File: src/rtl/ucode_pkg.sv
// ucode_pkg: shared constants and types for the writable control store loader.
//   UC_WORD_W / UC_ADDR_W / UC_DEPTH : microinstruction width, address width, depth
//   UC_BYTES_PER_WORD                : stream bytes consumed per microinstruction
//   UC_NOP                           : word presented to the sequencer while loading
//   state_t                          : loader FSM states
package ucode_pkg;

    localparam int UC_WORD_W         = 37;
    localparam int UC_ADDR_W         = 5;
    localparam int UC_DEPTH          = 32;
    localparam int UC_BYTES_PER_WORD = 5;

    localparam logic [UC_WORD_W-1:0] UC_NOP = '0;

    typedef enum logic [1:0] {
        S_IDLE,
        S_LOAD,
        S_CSUM
    } state_t;

    // A requested word count of 0 means a full control store.
    function automatic logic [5:0] words_to_load(input logic [5:0] n);
        return (n == 6'd0) ? 6'(UC_DEPTH) : n;
    endfunction

endpackage

File: src/rtl/ucode_loader_if.sv
// ucode_loader_if: bundles the loader's control, byte stream and read port.
//   start/num_words : load request (pulse) and word count
//   in_data/in_valid/in_ready : byte stream
//   rd_addr/rd_data : sequencer read port into the control store
//   busy/core_halt/done/err : load status
//   dbg_state       : current loader FSM state
//
// Stream handshake: a byte moves on a rising edge exactly when in_valid and
// in_ready are both high. in_ready depends only on loader state, never on
// in_valid, so a producer may hold in_valid low for any number of cycles.
interface ucode_loader_if;
    import ucode_pkg::*;

    logic                 start;
    logic [5:0]           num_words;
    logic [7:0]           in_data;
    logic                 in_valid;
    logic                 in_ready;
    logic [UC_ADDR_W-1:0] rd_addr;
    logic [UC_WORD_W-1:0] rd_data;
    logic                 busy;
    logic                 core_halt;
    logic                 done;
    logic                 err;
    state_t               dbg_state;

    modport slave (
        input  start, num_words, in_data, in_valid, rd_addr,
        output in_ready, rd_data, busy, core_halt, done, err, dbg_state
    );

    modport master (
        output start, num_words, in_data, in_valid, rd_addr,
        input  in_ready, rd_data, busy, core_halt, done, err, dbg_state
    );

endinterface

File: src/rtl/wcs_ram.sv
// wcs_ram: writable control store, DEPTH x WORD_W.
//   clk, rst  : clock; synchronous reset clears every entry
//   i_we, i_waddr, i_wdata : synchronous write port
//   i_raddr, o_rdata       : asynchronous read port
module wcs_ram
    import ucode_pkg::*;
#(
    parameter int WORD_W = UC_WORD_W,
    parameter int ADDR_W = UC_ADDR_W,
    parameter int DEPTH  = UC_DEPTH
) (
    input  logic              clk,
    input  logic              rst,
    input  logic              i_we,
    input  logic [ADDR_W-1:0] i_waddr,
    input  logic [WORD_W-1:0] i_wdata,
    input  logic [ADDR_W-1:0] i_raddr,
    output logic [WORD_W-1:0] o_rdata
);

    logic [WORD_W-1:0] r_mem [DEPTH];

    always_ff @(posedge clk) begin
        if (rst) begin
            for (int i = 0; i < DEPTH; i++) begin
                r_mem[i] <= '0;
            end
        end else if (i_we) begin
            r_mem[i_waddr] <= i_wdata;
        end
    end

    assign o_rdata = r_mem[i_raddr];

endmodule

File: src/rtl/ucode_loader.sv
// ucode_loader: assembles a byte stream into 37-bit microinstructions, writes
// them into the control store, and checks a trailing XOR checksum byte.
//   clk, rst : clock, synchronous active-high reset
//   bus      : ucode_loader_if.slave (load request, byte stream, read port,
//              busy/core_halt/done/err status, dbg_state)
module ucode_loader
    import ucode_pkg::*;
(
    input  logic           clk,
    input  logic           rst,
    ucode_loader_if.slave  bus
);

    state_t               r_state;
    state_t               w_next_state;
    logic [2:0]           r_byte_cnt;
    logic [5:0]           r_word_cnt;
    logic [5:0]           r_num_words;
    logic [7:0]           r_csum;
    logic [31:0]          r_asm;
    logic                 r_done;
    logic                 r_err;

    logic                 w_in_ready;
    logic                 w_xfer;
    logic                 w_we;
    logic                 w_start_ok;
    logic                 w_last_word;
    logic                 w_busy;
    logic [UC_WORD_W-1:0] w_wdata;
    logic [UC_WORD_W-1:0] w_rdata;

    assign w_xfer      = bus.in_valid & w_in_ready;
    assign w_last_word = (r_word_cnt == (r_num_words - 6'd1));
    // Byte 4 completes the word: only its low 5 bits are stored.
    assign w_wdata     = {bus.in_data[4:0], r_asm};

    always_ff @(posedge clk) begin
        if (rst) begin
            r_state <= S_IDLE;
        end else begin
            r_state <= w_next_state;
        end
    end

    always_comb begin
        w_next_state = r_state;
        w_in_ready   = 1'b0;
        w_we         = 1'b0;
        w_start_ok   = 1'b0;
        case (r_state)
            S_IDLE: begin
                if (bus.start) begin
                    w_start_ok   = 1'b1;
                    w_next_state = S_LOAD;
                end
            end
            S_LOAD: begin
                w_in_ready = 1'b1;
                if (bus.in_valid && (r_byte_cnt == 3'd4)) begin
                    w_we = 1'b1;
                    if (w_last_word) begin
                        w_next_state = S_CSUM;
                    end
                end
            end
            S_CSUM: begin
                w_in_ready = 1'b1;
                if (bus.in_valid) begin
                    w_next_state = S_IDLE;
                end
            end
            default: w_next_state = S_IDLE;
        endcase
    end

    always_ff @(posedge clk) begin
        if (rst) begin
            r_byte_cnt  <= '0;
            r_word_cnt  <= '0;
            r_num_words <= '0;
            r_csum      <= '0;
            r_asm       <= '0;
            r_done      <= 1'b0;
            r_err       <= 1'b0;
        end else begin
            r_done <= 1'b0;
            if (w_start_ok) begin
                r_num_words <= words_to_load(bus.num_words);
                r_byte_cnt  <= '0;
                r_word_cnt  <= '0;
                r_csum      <= '0;
                r_err       <= 1'b0;
            end
            if ((r_state == S_LOAD) && w_xfer) begin
                r_csum <= r_csum ^ bus.in_data;
                case (r_byte_cnt)
                    3'd0:    r_asm[7:0]   <= bus.in_data;
                    3'd1:    r_asm[15:8]  <= bus.in_data;
                    3'd2:    r_asm[23:16] <= bus.in_data;
                    3'd3:    r_asm[31:24] <= bus.in_data;
                    default: ;
                endcase
                if (r_byte_cnt == 3'd4) begin
                    r_byte_cnt <= '0;
                    r_word_cnt <= r_word_cnt + 6'd1;
                end else begin
                    r_byte_cnt <= r_byte_cnt + 3'd1;
                end
            end
            if ((r_state == S_CSUM) && w_xfer) begin
                r_done <= 1'b1;
                if (bus.in_data != r_csum) begin
                    r_err <= 1'b1;
                end
            end
        end
    end

    wcs_ram u_wcs_ram (
        .clk     (clk),
        .rst     (rst),
        .i_we    (w_we),
        .i_waddr (r_word_cnt[UC_ADDR_W-1:0]),
        .i_wdata (w_wdata),
        .i_raddr (bus.rd_addr),
        .o_rdata (w_rdata)
    );

    // busy decodes the state register, so it rises the cycle after start and
    // falls the cycle after the checksum byte.
    assign w_busy        = (r_state != S_IDLE);
    assign bus.in_ready  = w_in_ready;
    assign bus.busy      = w_busy;
    assign bus.core_halt = w_busy;
    assign bus.done      = r_done;
    assign bus.err       = r_err;
    // The sequencer sees NOPs for the whole load, never a half-written word.
    assign bus.rd_data   = w_busy ? UC_NOP : w_rdata;
    assign bus.dbg_state = r_state;

endmodule

File: src/flat_wrapper.sv
// flat-port wrapper written by rule: the top's interface ports become plain ports
module ucode_loader_flat import ucode_pkg::*;
  (clk, rst, bus_start, bus_num_words, bus_in_data, bus_in_valid, bus_rd_addr, bus_in_ready, bus_rd_data, bus_busy, bus_core_halt, bus_done, bus_err, bus_dbg_state);
  ucode_loader_if bus_i ();
  input  logic clk;
  input  logic rst;
  input wire logic [$bits(bus_i.start)-1:0] bus_start;
  input wire logic [$bits(bus_i.num_words)-1:0] bus_num_words;
  input wire logic [$bits(bus_i.in_data)-1:0] bus_in_data;
  input wire logic [$bits(bus_i.in_valid)-1:0] bus_in_valid;
  input wire logic [$bits(bus_i.rd_addr)-1:0] bus_rd_addr;
  output wire logic [$bits(bus_i.in_ready)-1:0] bus_in_ready;
  output wire logic [$bits(bus_i.rd_data)-1:0] bus_rd_data;
  output wire logic [$bits(bus_i.busy)-1:0] bus_busy;
  output wire logic [$bits(bus_i.core_halt)-1:0] bus_core_halt;
  output wire logic [$bits(bus_i.done)-1:0] bus_done;
  output wire logic [$bits(bus_i.err)-1:0] bus_err;
  output wire logic [$bits(bus_i.dbg_state)-1:0] bus_dbg_state;
  assign bus_i.start = bus_start;
  assign bus_i.num_words = bus_num_words;
  assign bus_i.in_data = bus_in_data;
  assign bus_i.in_valid = bus_in_valid;
  assign bus_i.rd_addr = bus_rd_addr;
  assign bus_in_ready = bus_i.in_ready;
  assign bus_rd_data = bus_i.rd_data;
  assign bus_busy = bus_i.busy;
  assign bus_core_halt = bus_i.core_halt;
  assign bus_done = bus_i.done;
  assign bus_err = bus_i.err;
  assign bus_dbg_state = bus_i.dbg_state;
  ucode_loader u_core (.clk(clk), .rst(rst), .bus(bus_i));
endmodule
File: config.mk
export PLATFORM = sky130hd
export DESIGN_NAME = ucode_loader_flat
export DESIGN_NICKNAME = d
export VERILOG_FILES = /design/src/rtl/ucode_pkg.sv /design/src/rtl/ucode_loader_if.sv /design/src/rtl/wcs_ram.sv /design/src/rtl/ucode_loader.sv /design/src/flat_wrapper.sv
export SDC_FILE = /design/constraint.sdc
export NUM_CORES = 2
export LEC_CHECK = 0
export BUFFER_PORTS_ARGS = -buffer_cell sky130_fd_sc_hd__buf_2
export CAP_MARGIN = 20
export CORE_UTILIZATION = 30
export CTS_CLUSTER_DIAMETER = 120
export DETAILED_ROUTE_END_ITERATION = 16
export GPL_TIMING_DRIVEN = 0
export PLACE_DENSITY = 0.42
export SLEW_MARGIN = 20
export SYNTH_ARGS = -nofsm -noshare
export SYNTH_HDL_FRONTEND = slang
export SYNTH_SLANG_ARGS = --single-unit
File: constraint.sdc
create_clock -name clk -period 2.3 [get_ports clk]
set_input_delay 0.345 -clock clk [delete_from_list [all_inputs] [get_ports clk]]
set_output_delay 0.345 -clock clk [all_outputs]
set_load 0.02 [all_outputs]
Word-level counts from Yosys, hierarchy flattened

Memory sizes are Yosys's and may differ from the RTL's.
Index checks and enable logic that the tools add are counted.

Add/subtract/negate cells: 3
Equal/unequal tests: 12
Multiplexer cells: 32
Bitwise operators: 2
Reduce and logical (&&, ||, !) cells: 15

Operator list:

| operator              | number |
|---|---|
| $mux W37              | 2 |
| $reduce_or A37 Y1     | 1 |
| $mux W6               | 4 |
| $mux W8               | 2 |
| $mux W1               | 15 |
| $mux W3               | 3 |
| $mux W2               | 4 |
| $ne A8 B8 Y1          | 1 |
| $reduce_and A2 Y1     | 4 |
| $xor A8 B8 Y8         | 1 |
| $add A6 B1 Y6 const B | 1 |
| $eq A3 B2 Y1 const B  | 2 |
| $eq A6 B6 Y1          | 1 |
| $logic_not A6 Y1      | 1 |
| $pmux W2 S3           | 1 |
| $sub A6 B1 Y6 const B | 1 |
| $mux W5               | 1 |
| $ne A2 B1 Y1 const B  | 2 |
| $ne A2 B2 Y1 const B  | 2 |
| $reduce_and A4 Y1     | 1 |
| $reduce_bool A2 Y1    | 2 |
| $add A3 B1 Y3 const B | 1 |
| $eq A3 B1 Y1 const B  | 1 |
| $eq A3 B3 Y1 const B  | 1 |
| 7 further kinds       | 9 |

Bits in registers: 59
Bits in writable memories: 1,184
Bits of input ports: 23
Output and inout port bits: 44
Word-level logic and storage cells: 76
Memories kept: 1

Memories:

| memory                 | words | width | read ports | clocked after memory_dff | write ports | line          | source |
|---|---|---|---|---|---|---|---|
| u_core.u_wcs_ram.r_mem | 32    | 37    | 1          | 0                        | 32          | wcs_ram.sv:21 | `logic [WORD_W-1:0] r_mem [DEPTH];` |

Longest topological paths before layout

Depth after elaboration: 9
Depth in mapped cells: 9
Mapped depth without buffers: 7

Modules after synthesis

From an unflattened synthesis, not the netlist that was laid out.

Cell total of the unflattened synthesis: 4,424
Area total of the unflattened synthesis: 57,749.1 µm²

By module, submodules not included:

| module       | instances | cells each | area each (µm²) | seq. area each (µm²) |
|---|---|---|---|---|
| wcs_ram      | 1         | 4,029      | 54,815.1        | 35,554.1 |
| ucode_loader | 1         | 395        | 2,934.1         | 1,181.1 |

Least setup slack after synthesis

No wires, ideal clock.

Kind: flip-flop to flip-flop
Start point: register u_core.r_state[0], in the netlist u_core.bus.dbg_state[0]
End point: memory u_core.u_wcs_ram.r_mem[28][0] (netlist bit), enable pin
Setup time: 0.378 ns
Arrival: 2.137 ns
Data required time: 1.922 ns
Path slack: -0.214 ns
Cell stages (with the launch flop): 8
Buffers on the path: 1
Period minus slack after synthesis: 2.514 ns
Cell sequence: dfxtp_1 -> ha_1 -> and3_1 -> and3b_1 -> nand2_1 -> nor2_1 -> clkbuf_1 -> or2_2

RTL lines:

| item                   | line               | source |
|---|---|---|
| from (decl)            | ucode_loader.sv:14 | `state_t r_state;` |
| from (signal assigned) | ucode_loader.sv:42 | `r_state <= w_next_state;` |
| to (decl)              | wcs_ram.sv:21      |  |

Worst setup path after layout

Start point: memory u_core.u_wcs_ram.r_mem[22][21] (netlist bit)
End point: output port bus_rd_data[21]

Word-level cells in the longest chain between the ends: 2

RTL lines:

| item            | line                | source |
|---|---|---|
| $mem_v2 Z32 W37 | n/a                 |  |
| $mux W37        | ucode_loader.sv:139 | `assign bus.rd_data = w_busy ? UC_NOP : w_rdata;` |
| to (decl)       | flat_wrapper.sv:13  | `output wire logic [$bits(bus_i.rd_data)-1:0] bus_rd_data;` |

No other way between the ends.

==> summary.txt <==
# setup viols final = 114
Violated checks = negative setup slack
Synthesized cell area = 0.0568 mm2
Synthesis-stage register bit count = 1,243
Layout net count = 4,130
Initial antenna violation count = 7
Port Buf Inserts = 59
Boundary Pins = 67
Gr usage total = 20.5%
Initial drt markers = 2,832
Crit Path Class = flip-flop to output port
CTS Buf Count = 144
Die area = 0.191 mm2
Htree depth = 4
Ys flop type = edfxtp_1
Post-synthesis cell count = 3,664
Critical path startpoint category = flip-flop
Drt drc = 0
Final ANT Viol Nets = 0
Number of synthesized flops with an enable pin = 1,184
Maximum vdd drop = 784 uV
Synth-to-layout area growth = 22.8%
Final Skew = 0.0231 ns
First-pass GRT wire length = 273,000 um
Cell area after layout = 0.0698 mm2
CP Capture Type = output port
Netlist cell types = 45
Starting density of the core = 30.2%
Die W = 437 um
Most frequent cells in the layout = 1,185 x and2_1, 1,184 x edfxtp_1, 295 x mux4_2, 204 x clkbuf_1, 173 x clkbuf_16
Leakage power = 24.4 nW
Final HPWL DP = 132,000 um
Area of the multi-input gates = 0.0191 mm2
Setup WS post-layout = -0.845 ns
Slew Viols, Final = 0
Clk root buf = clkbuf_16
WL/cell = 29.8 um
Total Wirelength = 200,000 um
Status = finished with violations
Worst-Margin Slew = 1.08 ns
Warnings, synthesis = 0
Core Util, Final = 37.1%
F_max = 318 MHz
CP required = 1.96 ns
CTS sink count = 1,243
Vias/cell = 4.84
Pin count of the biggest net entering global routing = 21
Slew margin rel. = 28.3%
Sequential Area = 0.0368 mm2
Die Y = 437 um
Synthesized Nets = 3,701
Max-cap violations = 0
Most common cell after layout, fill and taps aside = and2_1
Syn Area/Cell = 15.5 um2
Fraction of registers with async set/reset = 0%
Tot Pwr = 55.3 mW
Power Dens Cells = 793 mW/mm2
Detailed Routing Iterations Pass 1 = 8
TNS Setup = -28.87 ns
Clock slew seen by the registers of the worst setup and hold paths = 0.06 ns
Placed cell areas = 0.0604 mm2
WP data arrival = 2.80 ns
RePlAce Congestion = 0.842
Vias in the first global route = 33,300
Final period util = 137%
Congestion Overflow GR = 0
Core area = 0.188 mm2
Fill cells = 17,600
TritonCTS clock tree = yes
Worst hold path type = input port to flip-flop
RSZ-0062 raised after global routing = yes
Clk buf depth = 3
CP max FO = 1
DP Cell Count = 6,221
Share of cells above drive strength 1 = 26.0%
Total number of vias = 32,500
Clock insertion delay at the later pin of the skew report = 0.79 ns
Hold Vio Cnt, Final = 0
Row count = 159
Layout Cells excl Fill = 6,718
Register area share after synthesis = 64.7%
Crit path time final = 3.15 ns
==> per-stage QoR <==
stage	setup WS [ns]	hold WS, ns
2_1_floorplan	-0.131	0.461
3_3_place_gp	-1.72	0.462
3_5_place_dp	-1.74	0.465
4_1_cts	-0.886	0.000168
5_1_grt	-0.880	0.0226
6_report	-0.845	0.0551
==> final timing paths <==
kind	startpoint	endpoint	slack [ns]	depth (start not counted)
max	u_core.u_wcs_ram.r_mem[22][21]$_SDFFCE_PN0P_	bus_rd_data[21]	-0.85	4
min	bus_start	u_core.bus.dbg_state[1]$_SDFFE_PP0P_	0.06	4
max reg2reg	u_core.bus.dbg_state[1]$_SDFFE_PP0P_	u_core.u_wcs_ram.r_mem[11][34]$_SDFFCE_PN0P_	-0.04	10
min reg2reg	u_core.bus.err$_SDFF_PP0_	u_core.bus.err$_SDFF_PP0_	0.49	2
==> routing by layer <==
layer	share of wire (%)	vias to the layer above	track usage (%)
met3	3.8	265	2.27
met5	0	-	0
met4	3.7	0	7.27
met1	43	17100	27.3
li1	-	14400	-
met2	50	827	34.5
==> layout make-up <==
type	instances	share of cell area [%]
diodes	15	0.0538
well taps	2495	4.48
repair buffers	252	5.35
inverters	10	0.0610
clock buffers	200	5.87
flip-flops and latches	1243	52.7
clock inverters	61	0.757
multi-input cells	2072	27.5
plain buffers	370	3.30
==> worst max-delay path, cell delays in order, from the launching register on <==
cell and delay, ns:
edfxtp_1 0.37, mux4_1 0.56, mux4_2 0.59, a22o_4 0.34
buf_6 0.15
==> state kept, by name, summed over array words and instances (netlist names) <==
register                flops
u_core.bus.dbg_state        2
u_core.bus.done             1
u_core.bus.err              1
u_core.r_asm               32
u_core.r_byte_cnt           3
u_core.r_csum               8
u_core.r_num_words          6
u_core.r_word_cnt           6
u_core.u_wcs_ram.r_mem   1184
==> power by group <==
group | switching, mW | internal [mW]
Clock | 9.61 | 13.4
Sequential | 0.349 | 25.8
Combinational | 3.56 | 2.58
Total | 13.5 | 41.8
==> repair_timing <==
| item | CTS | global route |
|---|---|---|
| resized for setup | 465 | 131 |
| gates cloned | 36 | 23 |
| setup buffers | 136 | 20 |
| pin swaps | 42 | 15 |
| endpoints found under the hold margin | 9 | 0 |
| hold buffers | 9 | 0 |
| setup endpoints to repair | 2408 | 870 |
==> synthesized netlist by cell type, drive strengths merged, types with 15 or more instances <==
cell    instances  area, um2
and2         1187       7430
edfxtp       1184      35600
mux4          333       7820
clkbuf        308       1160
nand2          93        349
a21oi          85        425
nor2           65        244
buf            63        467
dfxtp          59       1180
a211oi         38        285
mux2i          38        380
nor2b          38        238
a22o           37        324
or2            32        200
xnor2          15        131
==> logic make-up (layout without fill, tap and decap cells) <==
| kind of cell | count (synthesis) | in the layout | share of synthesized area [%] |
|---|---|---|---|
| AND/OR/NAND/NOR | 1456 | 1488 | 15.3 |
| flip-flops | 1243 | 1243 | 64.7 |
| buffers and inverters | 381 | 893 | 2.92 |
| multiplexers | 371 | 371 | 14.4 |
| AO/OA/AOI/OAI | 179 | 179 | 2.03 |
| XOR/XNOR | 20 | 20 | 0.308 |
| adder cells (fa/ha/maj) | 14 | 14 | 0.308 |
| other | 0 | 15 | 0 |
Power figures use the tool's default switching activity.
